### src/rtl/wide_add_seq.sv
// ---------------------------------------------------------------------------
// wide_add_seq -- multi-cycle wide adder built around one 18-bit prefix adder.
//
// A request (in_a, in_b, in_cin) is captured in IDLE. The block then spends
// NSEG cycles in RUN, adding one 18-bit segment per cycle and rippling the
// carry through a carry register. The finished (W+1)-bit result is presented
// in DONE and held until the consumer takes it.
//
// Ports:
//   clk        sole clock, rising edge
//   rst        synchronous, active-high reset
//   in_valid   operand request valid
//   in_ready   block can accept a request (registered, state only)
//   in_a/in_b  W-bit operands, W = 18*NSEG
//   in_cin     carry-in to segment 0
//   out_valid  result valid (registered, state only)
//   out_ready  consumer accepts result
//   out_sum    registered W-bit sum
//   out_cout   registered carry-out of the top segment
// ---------------------------------------------------------------------------

// 18-bit Kogge-Stone prefix adder used for one segment per cycle.
//   a, b  18-bit addends
//   cin   carry-in
//   sum   18-bit sum
//   cout  carry-out
module adder (
    input  logic [17:0] a,
    input  logic [17:0] b,
    input  logic        cin,
    output logic [17:0] sum,
    output logic        cout
);

    logic [17:0] gen_s;
    logic [17:0] prop_s;
    logic [17:0] grp_g_s;
    logic [17:0] grp_p_s;
    logic [17:0] nxt_g_s;
    logic [17:0] nxt_p_s;
    logic [17:0] carry_s;

    // Prefix tree: grp_g_s[i]/grp_p_s[i] end up covering bits i..0.
    always_comb begin
        gen_s   = a & b;
        prop_s  = a ^ b;
        grp_g_s = gen_s;
        grp_p_s = prop_s;
        nxt_g_s = gen_s;
        nxt_p_s = prop_s;
        for (int d = 1; d < 18; d = d * 2) begin
            nxt_g_s = grp_g_s;
            nxt_p_s = grp_p_s;
            for (int i = d; i < 18; i++) begin
                nxt_g_s[i] = grp_g_s[i] | (grp_p_s[i] & grp_g_s[i-d]);
                nxt_p_s[i] = grp_p_s[i] & grp_p_s[i-d];
            end
            grp_g_s = nxt_g_s;
            grp_p_s = nxt_p_s;
        end
    end

    // Per-bit carries folded with the external carry-in, then the sum.
    always_comb begin
        carry_s    = 18'd0;
        carry_s[0] = cin;
        for (int i = 1; i < 18; i++) begin
            carry_s[i] = grp_g_s[i-1] | (grp_p_s[i-1] & cin);
        end
        sum  = prop_s ^ carry_s;
        cout = grp_g_s[17] | (grp_p_s[17] & cin);
    end

endmodule

module wide_add_seq #(
    parameter int NSEG = 4
) (
    input  logic               clk,
    input  logic               rst,
    input  logic               in_valid,
    output logic               in_ready,
    input  logic [18*NSEG-1:0] in_a,
    input  logic [18*NSEG-1:0] in_b,
    input  logic               in_cin,
    output logic               out_valid,
    input  logic               out_ready,
    output logic [18*NSEG-1:0] out_sum,
    output logic               out_cout
);

    localparam int W  = 18 * NSEG;
    localparam int SW = (NSEG > 1) ? $clog2(NSEG) : 1;
    localparam logic [SW-1:0] SEG_LAST = SW'(NSEG - 1);

    typedef enum logic [1:0] {
        IDLE = 2'd0,
        RUN  = 2'd1,
        DONE = 2'd2
    } state_t;

    state_t        state_r;
    state_t        state_nx_s;
    logic [W-1:0]  a_r;
    logic [W-1:0]  b_r;
    logic          carry_r;
    logic [SW-1:0] seg_r;
    logic [W-1:0]  sum_r;
    logic          cout_r;
    logic          ready_r;
    logic          valid_r;
    logic [17:0]   slice_a_s;
    logic [17:0]   slice_b_s;
    logic [17:0]   slice_sum_s;
    logic          slice_cout_s;

    adder u_adder (
        .a    (slice_a_s),
        .b    (slice_b_s),
        .cin  (carry_r),
        .sum  (slice_sum_s),
        .cout (slice_cout_s)
    );

    // Select the operand segment addressed by the segment counter.
    always_comb begin
        slice_a_s = 18'd0;
        slice_b_s = 18'd0;
        for (int k = 0; k < NSEG; k++) begin
            slice_a_s = (seg_r == SW'(k)) ? a_r[18*k +: 18] : slice_a_s;
            slice_b_s = (seg_r == SW'(k)) ? b_r[18*k +: 18] : slice_b_s;
        end
    end

    // Next-state logic.
    always_comb begin
        state_nx_s = state_r;
        case (state_r)
            IDLE: begin
                if (in_valid) begin
                    state_nx_s = RUN;
                end else begin
                    state_nx_s = IDLE;
                end
            end
            RUN: begin
                if (seg_r == SEG_LAST) begin
                    state_nx_s = DONE;
                end else begin
                    state_nx_s = RUN;
                end
            end
            DONE: begin
                if (out_ready) begin
                    state_nx_s = IDLE;
                end else begin
                    state_nx_s = DONE;
                end
            end
            default: state_nx_s = IDLE;
        endcase
    end

    // State register; handshake flags are registered decodes of the next state
    // so they never combinationally depend on in_valid or out_ready.
    always_ff @(posedge clk) begin
        if (rst) begin
            state_r <= IDLE;
            ready_r <= 1'b1;
            valid_r <= 1'b0;
        end else begin
            state_r <= state_nx_s;
            ready_r <= (state_nx_s == IDLE);
            valid_r <= (state_nx_s == DONE);
        end
    end

    // Operand capture, segment stepping and result accumulation.
    always_ff @(posedge clk) begin
        if (rst) begin
            a_r     <= '0;
            b_r     <= '0;
            carry_r <= 1'b0;
            seg_r   <= '0;
            sum_r   <= '0;
            cout_r  <= 1'b0;
        end else begin
            case (state_r)
                IDLE: begin
                    if (in_valid) begin
                        a_r     <= in_a;
                        b_r     <= in_b;
                        carry_r <= in_cin;
                        seg_r   <= '0;
                    end
                end
                RUN: begin
                    carry_r <= slice_cout_s;
                    for (int k = 0; k < NSEG; k++) begin
                        if (seg_r == SW'(k)) begin
                            sum_r[18*k +: 18] <= slice_sum_s;
                        end
                    end
                    // Counter parks at zero after the top segment instead of
                    // running past NSEG-1.
                    if (seg_r == SEG_LAST) begin
                        cout_r <= slice_cout_s;
                        seg_r  <= '0;
                    end else begin
                        seg_r  <= seg_r + SW'(1);
                    end
                end
                DONE: begin
                    seg_r <= '0;
                end
                default: begin
                    seg_r <= '0;
                end
            endcase
        end
    end

    assign in_ready  = ready_r;
    assign out_valid = valid_r;
    assign out_sum   = sum_r;
    assign out_cout  = cout_r;

endmodule

### config.mk
export PLATFORM = sky130hd
export DESIGN_NAME = wide_add_seq
export DESIGN_NICKNAME = d
export VERILOG_FILES = /design/src/rtl/wide_add_seq.sv
export SDC_FILE = /design/constraint.sdc
export NUM_CORES = 1
export LEC_CHECK = 0
export BUFFER_PORTS_ARGS = -buffer_cell sky130_fd_sc_hd__clkbuf_2
export CORE_ASPECT_RATIO = 0.75
export CORE_MARGIN = 8
export CORE_UTILIZATION = 40
export DETAILED_ROUTE_END_ITERATION = 10
export PLACE_DENSITY_LB_ADDON = 0.1
export SLEW_MARGIN = 5
export SYNTH_ARGS = -nofsm -noshare
export SYNTH_HDL_FRONTEND = slang
export SYNTH_SLANG_ARGS = --single-unit
### constraint.sdc
create_clock -name clk -period 4.65 [get_ports clk]
set_input_delay 0 -clock clk [delete_from_list [all_inputs] [get_ports clk]]
set_output_delay 0 -clock clk [all_outputs]
set_load 0.01 [all_outputs]
==> impl_metrics.yaml, run 1 <==
placed_design:
  routabilityCongestion: 0.934
  io_buffer_count: 223
  detailedPlace.worstSlack_ns: 0.614
  dp_hpwl_um: 24900
  placed_area_um2: 11500
power_and_ir_drop:
  p_seq_frac: 0.421
  internal_power_mw: 3.60
  p_leak_nw: 5.78
  p_switching_mw: 1.30
  comb_power_share: 0.151
  clkPwrFrac: 0.429
  cellPowerDensity_nw_per_um2: 353
  worst_ir_drop_vdd_mv: 0.255
  switching_share: 0.266
outcome:
  outcome: "completed"
synth:
  synth_cell_type_count: 49
  synth_fp_nets: 1591
  yosysSeqAreaShare: 0.439
  yosys.area.top_type: "dfxtp_1"
  synthFlopType: "dfxtp_1"
  yosys.area.top_type_share: 0.439
  syn-mean-instance-area_um2: 7.20
  ys_ff_latch: 224
  async_flop_share: 0
  yosysWarnings: 0
  synth_edf_count: 0
  netlist_instances: 1419
  synth.cell_area_um2: 10200
  synth_area_leaders: "dfxtp_1 (44%), nand2_1 (17%), a21oi_1 (13%)"
timing:
  fin_tns_setup_ns: 0
  worst_pin_slew_ns: 1.11
  setup_slack_ns: 0.602
  post-route-period-util: 0.871
  max_freq_mhz: 247
  skew_ns: 0.00866
  hold_violations: 0
  rsz0062_at_grt: "no"
  relSlewSlack: 0.260
  setup-violations-final: 0
  drv_slew: 0
  post-route-min-period_ns: 4.05
  whs_ns: 0.0578
clock_tree:
  hold_buffers: 147
  htreeDepth: 1
  clockBufferDepth: 3
  post_cts_buffers: 0
  cts_root_buffer: "clkbuf_16"
  ctsResizeCount: 0
  insertion_delay_ns: 0.53
  cts.clk_slew.worst_paths_ns: 0.07
  cts.sinks: 224
  cts_inserted_buffers: 24
  cts_tree: "done"
route:
  drt_pass1_iterations: 5
  via_per_inst: 5.13
  ant_nets: 0
  drtIter0Drc: 738
  route.detailed.drc: 0
  wl_um: 36600
  wire_per_inst_um: 17.6
  route.vias.total: 10700
die:
  die_h_um: 154
  core_area_um2: 25000
  io_pins: 224
  rows: 50
  die_x_um: 201
  initial_core_util: 0.408
  dieArea_um2: 31000
hold_path:
  hold_class: "in -> reg"
global_routing:
  first_global_vias: 10500
  grt_max_degree: 133
  antenna_found_initial: 0
  overflow: 0
  track_usage: 0.226
  grt_first_pass_wirelength_um: 57600
finish:
  drive_gt1_frac: 0.171
  area_growth_pct: 36.0
  diodes: 0
  finalInstanceArea_um2: 13900
  fillCellCount: 2384
  layout.nets: 1898
job:
  drv_cap: 0
worst_setup_path:
  endpoint_kind: "flop"
  path_class: "reg -> reg"
  start_kind: "flop"
  arrival_ns: 4.44
  crit_fanout: 27
  cp.required_ns: 5.04
cells by family after synthesis:
family	after synthesis	share of synthesized area
buffers and inverters	116	0.0441
and+or+nand+nor	662	0.271
DFF	224	0.439
AOI/OAI and AO/OA	383	0.208
muxes	1	0.000980
adders and majority gates	23	0.0289
xor gates and xnor gates	10	0.00857
final cells by class:
class | count | area (um2) | share of cell area
multi-input combinational | 1079 | 5300 | 0.382
sequential | 224 | 4480 | 0.323
tap | 338 | 423 | 0.0304
clock buffer | 35 | 722 | 0.0520
clock inverter | 9 | 159 | 0.0114
timing repair buffer | 389 | 2770 | 0.200
inverter | 8 | 30.0 | 0.00216
metrics by stage:
step / std cells / power, mW / utilization
finish: 2082 / 4.91 / 0.555
global route: 2082 / 5.12 / 0.555
CTS: 2082 / 4.95 / 0.555
detailed placement: 1891 / 2.74 / 0.461
global placement: 1891 / 2.74 / 0.461
floorplan: 1419 / 2.49 / -
cells in the mapped netlist, types with 2 or more instances:
cell	n
nor4_1	5
o311ai_1	8
a211oi_1	13
and2_1	8
nor3b_1	9
o21ai_1	6
o311ai_0	4
nor2_1	101
xor2_1	4
ha_1	22
a31oi_1	6
and3_1	3
a211o_1	5
a21o_1	7
clkbuf_1	90
o21ai_0	56
nand3b_1	24
nand2_1	454
buf_2	9
nor3_1	18
a211oi_2	2
inv_1	8
a221oi_1	3
dfxtp_1	224
nand3_1	14
nand2b_1	11
xnor2_1	6
buf_1	8
nand4_1	4
a21oi_1	262
o211ai_1	2
nor2b_1	2
or4_1	5
flip-flops by register name, indices dropped and copies added, names as in the netlist, 2 cells and up:
register  count
seg_r         2
state_r       2
a_r          72
out_sum      72
b_r          72
power groups by stage:
stage | sequential, mW | clock, mW | combinational [mW]
detailed placement | 2.11 | 0 | 0.634
CTS | 2.07 | 2.15 | 0.733
finish | 2.07 | 2.10 | 0.739
global route | 2.08 | 2.23 | 0.816
global placement | 2.11 | 0 | 0.630
floorplan | 2.10 | 0 | 0.391
worst paths after layout:
check	from	end	slack [ns]	cells after the start
max	seg_r[1]$_SDFFE_PP0P_	out_sum[65]$_SDFFE_PP0P_	0.60	15
min	rst	b_r[70]$_SDFFE_PP0P_	0.06	2
max reg2reg	seg_r[1]$_SDFFE_PP0P_	out_sum[65]$_SDFFE_PP0P_	0.60	15
min reg2reg	out_sum[25]$_SDFFE_PP0P_	out_sum[25]$_SDFFE_PP0P_	0.45	2
cell usage in the layout (no fill, tap or decap), types with 3 or more instances in the layout:
| cell | count |
|---|---|
| a211o_1 | 5 |
| a211oi_1 | 13 |
| a21o_1 | 7 |
| a21oi_1 | 262 |
| a221oi_1 | 3 |
| a31oi_1 | 6 |
| and2_1 | 7 |
| and3_1 | 3 |
| buf_12 | 3 |
| buf_4 | 16 |
| bufinv_16 | 4 |
| clkbuf_1 | 3 |
| clkbuf_16 | 24 |
| clkbuf_2 | 222 |
| clkbuf_8 | 8 |
| clkinv_2 | 3 |
| dfxtp_1 | 224 |
| dlygate4sd3_1 | 147 |
| ha_1 | 18 |
| ha_2 | 4 |
| inv_1 | 8 |
| nand2_1 | 453 |
| nand2b_1 | 11 |
| nand3_1 | 14 |
| nand3b_1 | 24 |
| nand4_1 | 4 |
| nor2_1 | 101 |
| nor3_1 | 18 |
| nor3b_1 | 9 |
| nor4_1 | 5 |
| o21ai_0 | 56 |
| o21ai_1 | 6 |
| o311ai_0 | 4 |
| o311ai_1 | 8 |
| or4_1 | 5 |
| xnor2_1 | 6 |
| xor2_1 | 4 |
worst max-delay path, stage by stage (launching register included):
cell and delay [ns]:
dfxtp_1 0.33, inv_1 0.10, ha_2 0.52, buf_4 0.33
nor2_1 0.07, a21oi_1 0.14, nor2_1 0.05, a21oi_1 0.10
o21ai_0 0.14, ha_1 0.42, a21oi_1 0.28, o21ai_0 0.20
a221oi_2 0.47, nand2_1 0.12, xnor2_1 0.45, o21ai_0 0.18
per-layer routing:
metal / routed length (um) / global-route usage
met1: 17500 / 0.312
met2: 16600 / 0.367
met3: 1830 / 0.0372
met4: 714 / 0.0510
met5: 0 / 0
(Power assumes the default switching activity.)
==> inputs of run 2 (changes only) <==
==> constraint.sdc (replaced) <==
create_clock -name clk -period 4.65 [get_ports clk]
set_input_delay 1.395 -clock clk [delete_from_list [all_inputs] [get_ports clk]]
set_output_delay 1.395 -clock clk [all_outputs]
set_load 0.01 [all_outputs]
==> impl_metrics.yaml, run 2 (synthesis results as in run 1) <==
global_routing:
  grt_first_pass_wirelength_um: 53300
  overflow: 0
  antenna_found_initial: 0
  grt_max_degree: 107
  track_usage: 0.209
  first_global_vias: 9811
route:
  drtIter0Drc: 512
  route.vias.total: 9977
  drt_pass1_iterations: 5
  via_per_inst: 5.16
  wire_per_inst_um: 17.4
  route.detailed.drc: 0
  ant_nets: 0
  wl_um: 33600
die:
  dieArea_um2: 31000
  io_pins: 224
  die_h_um: 154
  rows: 50
  die_x_um: 201
  core_area_um2: 25000
  initial_core_util: 0.408
clock_tree:
  insertion_delay_ns: 0.53
  clockBufferDepth: 3
  htreeDepth: 1
  cts_inserted_buffers: 24
  post_cts_buffers: 0
  ctsResizeCount: 0
  cts.clk_slew.worst_paths_ns: 0.06
  cts_tree: "done"
  hold_buffers: 0
  cts_root_buffer: "clkbuf_16"
  cts.sinks: 224
timing:
  rsz0062_at_grt: "no"
  worst_pin_slew_ns: 1.06
  hold_violations: 0
  fin_tns_setup_ns: 0
  post-route-period-util: 0.894
  relSlewSlack: 0.294
  max_freq_mhz: 241
  drv_slew: 0
  whs_ns: 0.453
  post-route-min-period_ns: 4.16
  skew_ns: 0.0189
  setup-violations-final: 0
finish:
  area_growth_pct: 20.9
  diodes: 0
  drive_gt1_frac: 0.183
  layout.nets: 1750
  layout_common_cells: "nand2_1 (453), a21oi_1 (262), dfxtp_1 (224)"
  mostFrequentLayoutCell: "nand2_1"
  post-route-util: 0.494
  fillCellCount: 2655
job:
  drv_cap: 0
placed_design:
  routabilityCongestion: 0.900
  io_buffer_count: 223
  dp_hpwl_um: 24600
power_and_ir_drop:
  power_mw: 4.64
  p_leak_nw: 5.13
  worst_ir_drop_vdd_mv: 0.342
  cellPowerDensity_nw_per_um2: 375
worst_setup_path:
  path_class: "reg -> reg"
  cp.required_ns: 5.04
  crit_fanout: 31
  arrival_ns: 4.54
  endpoint_kind: "flop"
  start_kind: "flop"
hold_path:
  hold_class: "reg -> reg"
outcome:
  outcome: "completed"
-- run 2: cell count changes in the layout (fill, tap and decap cells not counted) --
cell,before,now
clkbuf_1,3,6
dlygate4sd3_1,147,0
clkbuf_16,24,25
clkinv_2,3,4
buf_12,3,5
clkinv_8,1,0
buf_4,16,13
bufinv_16,4,2
clkbuf_8,8,4
-- run 2: area by class of cell --
type                    count  area (um2)  share of cell area
inverters                   8        30.0             0.00243
flip-flops and latches    224        4480               0.363
clock inverters             7        87.6             0.00709
multi-input cells        1079        5300               0.429
repair buffers            241        1320               0.107
clock buffers              35         703              0.0569
well taps                 338         423              0.0342
-- run 2: final timing paths --
| path | cells past startpoint | end | start | slack, ns |
|---|---|---|---|---|
| worst max-delay path | 15 | out_sum[29]$_SDFFE_PP0P_ | seg_r[0]$_SDFFE_PP0P_ | 0.49 |
| worst min-delay path | 2 | out_sum[0]$_SDFFE_PP0P_ | out_sum[0]$_SDFFE_PP0P_ | 0.45 |
| worst max register to register | 15 | out_sum[29]$_SDFFE_PP0P_ | seg_r[0]$_SDFFE_PP0P_ | 0.49 |
| worst min register to register | 2 | out_sum[0]$_SDFFE_PP0P_ | out_sum[0]$_SDFFE_PP0P_ | 0.45 |
-- run 2: report_power, final --
| group | internal (mW) | switching [mW] |
|---|---|---|
| sequential | 2.01 | 0.0511 |
| combinational | 0.216 | 0.423 |
| clock | 1.15 | 0.779 |
-- run 2: worst max-delay path: stages, from the launching register on --
cell and delay, ns:
dfxtp_1 0.41, ha_2 0.59, buf_4 0.27, buf_4 0.16
nor2_1 0.05, a21oi_1 0.13, nor2_1 0.06, a21oi_1 0.13
o21ai_0 0.12, ha_1 0.40, a21oi_1 0.27, o21ai_0 0.17
a221oi_2 0.48, nand2_1 0.12, xnor2_1 0.47, o21ai_0 0.18
-- run 2: per-stage QoR --
step                      worst slack (ns)  instance area [um2]  instances
after floorplan                       1.34                10200       1419
after global placement               0.431                11600       1890
after detailed placement             0.528                11600       1890
after CTS                            0.486                12300       1932
after global routing                0.0965                12300       1932
final                                0.494                12300       1932
-- run 2: routing by layer --
metal / vias up / GRT usage / share of wire
li1: 5085 / - / -
met1: 4616 / 0.297 / 0.49
met2: 240 / 0.329 / 0.44
met3: 36 / 0.0413 / 0.060
met4: 0 / 0.0381 / 0.015
met5: - / 0 / 0
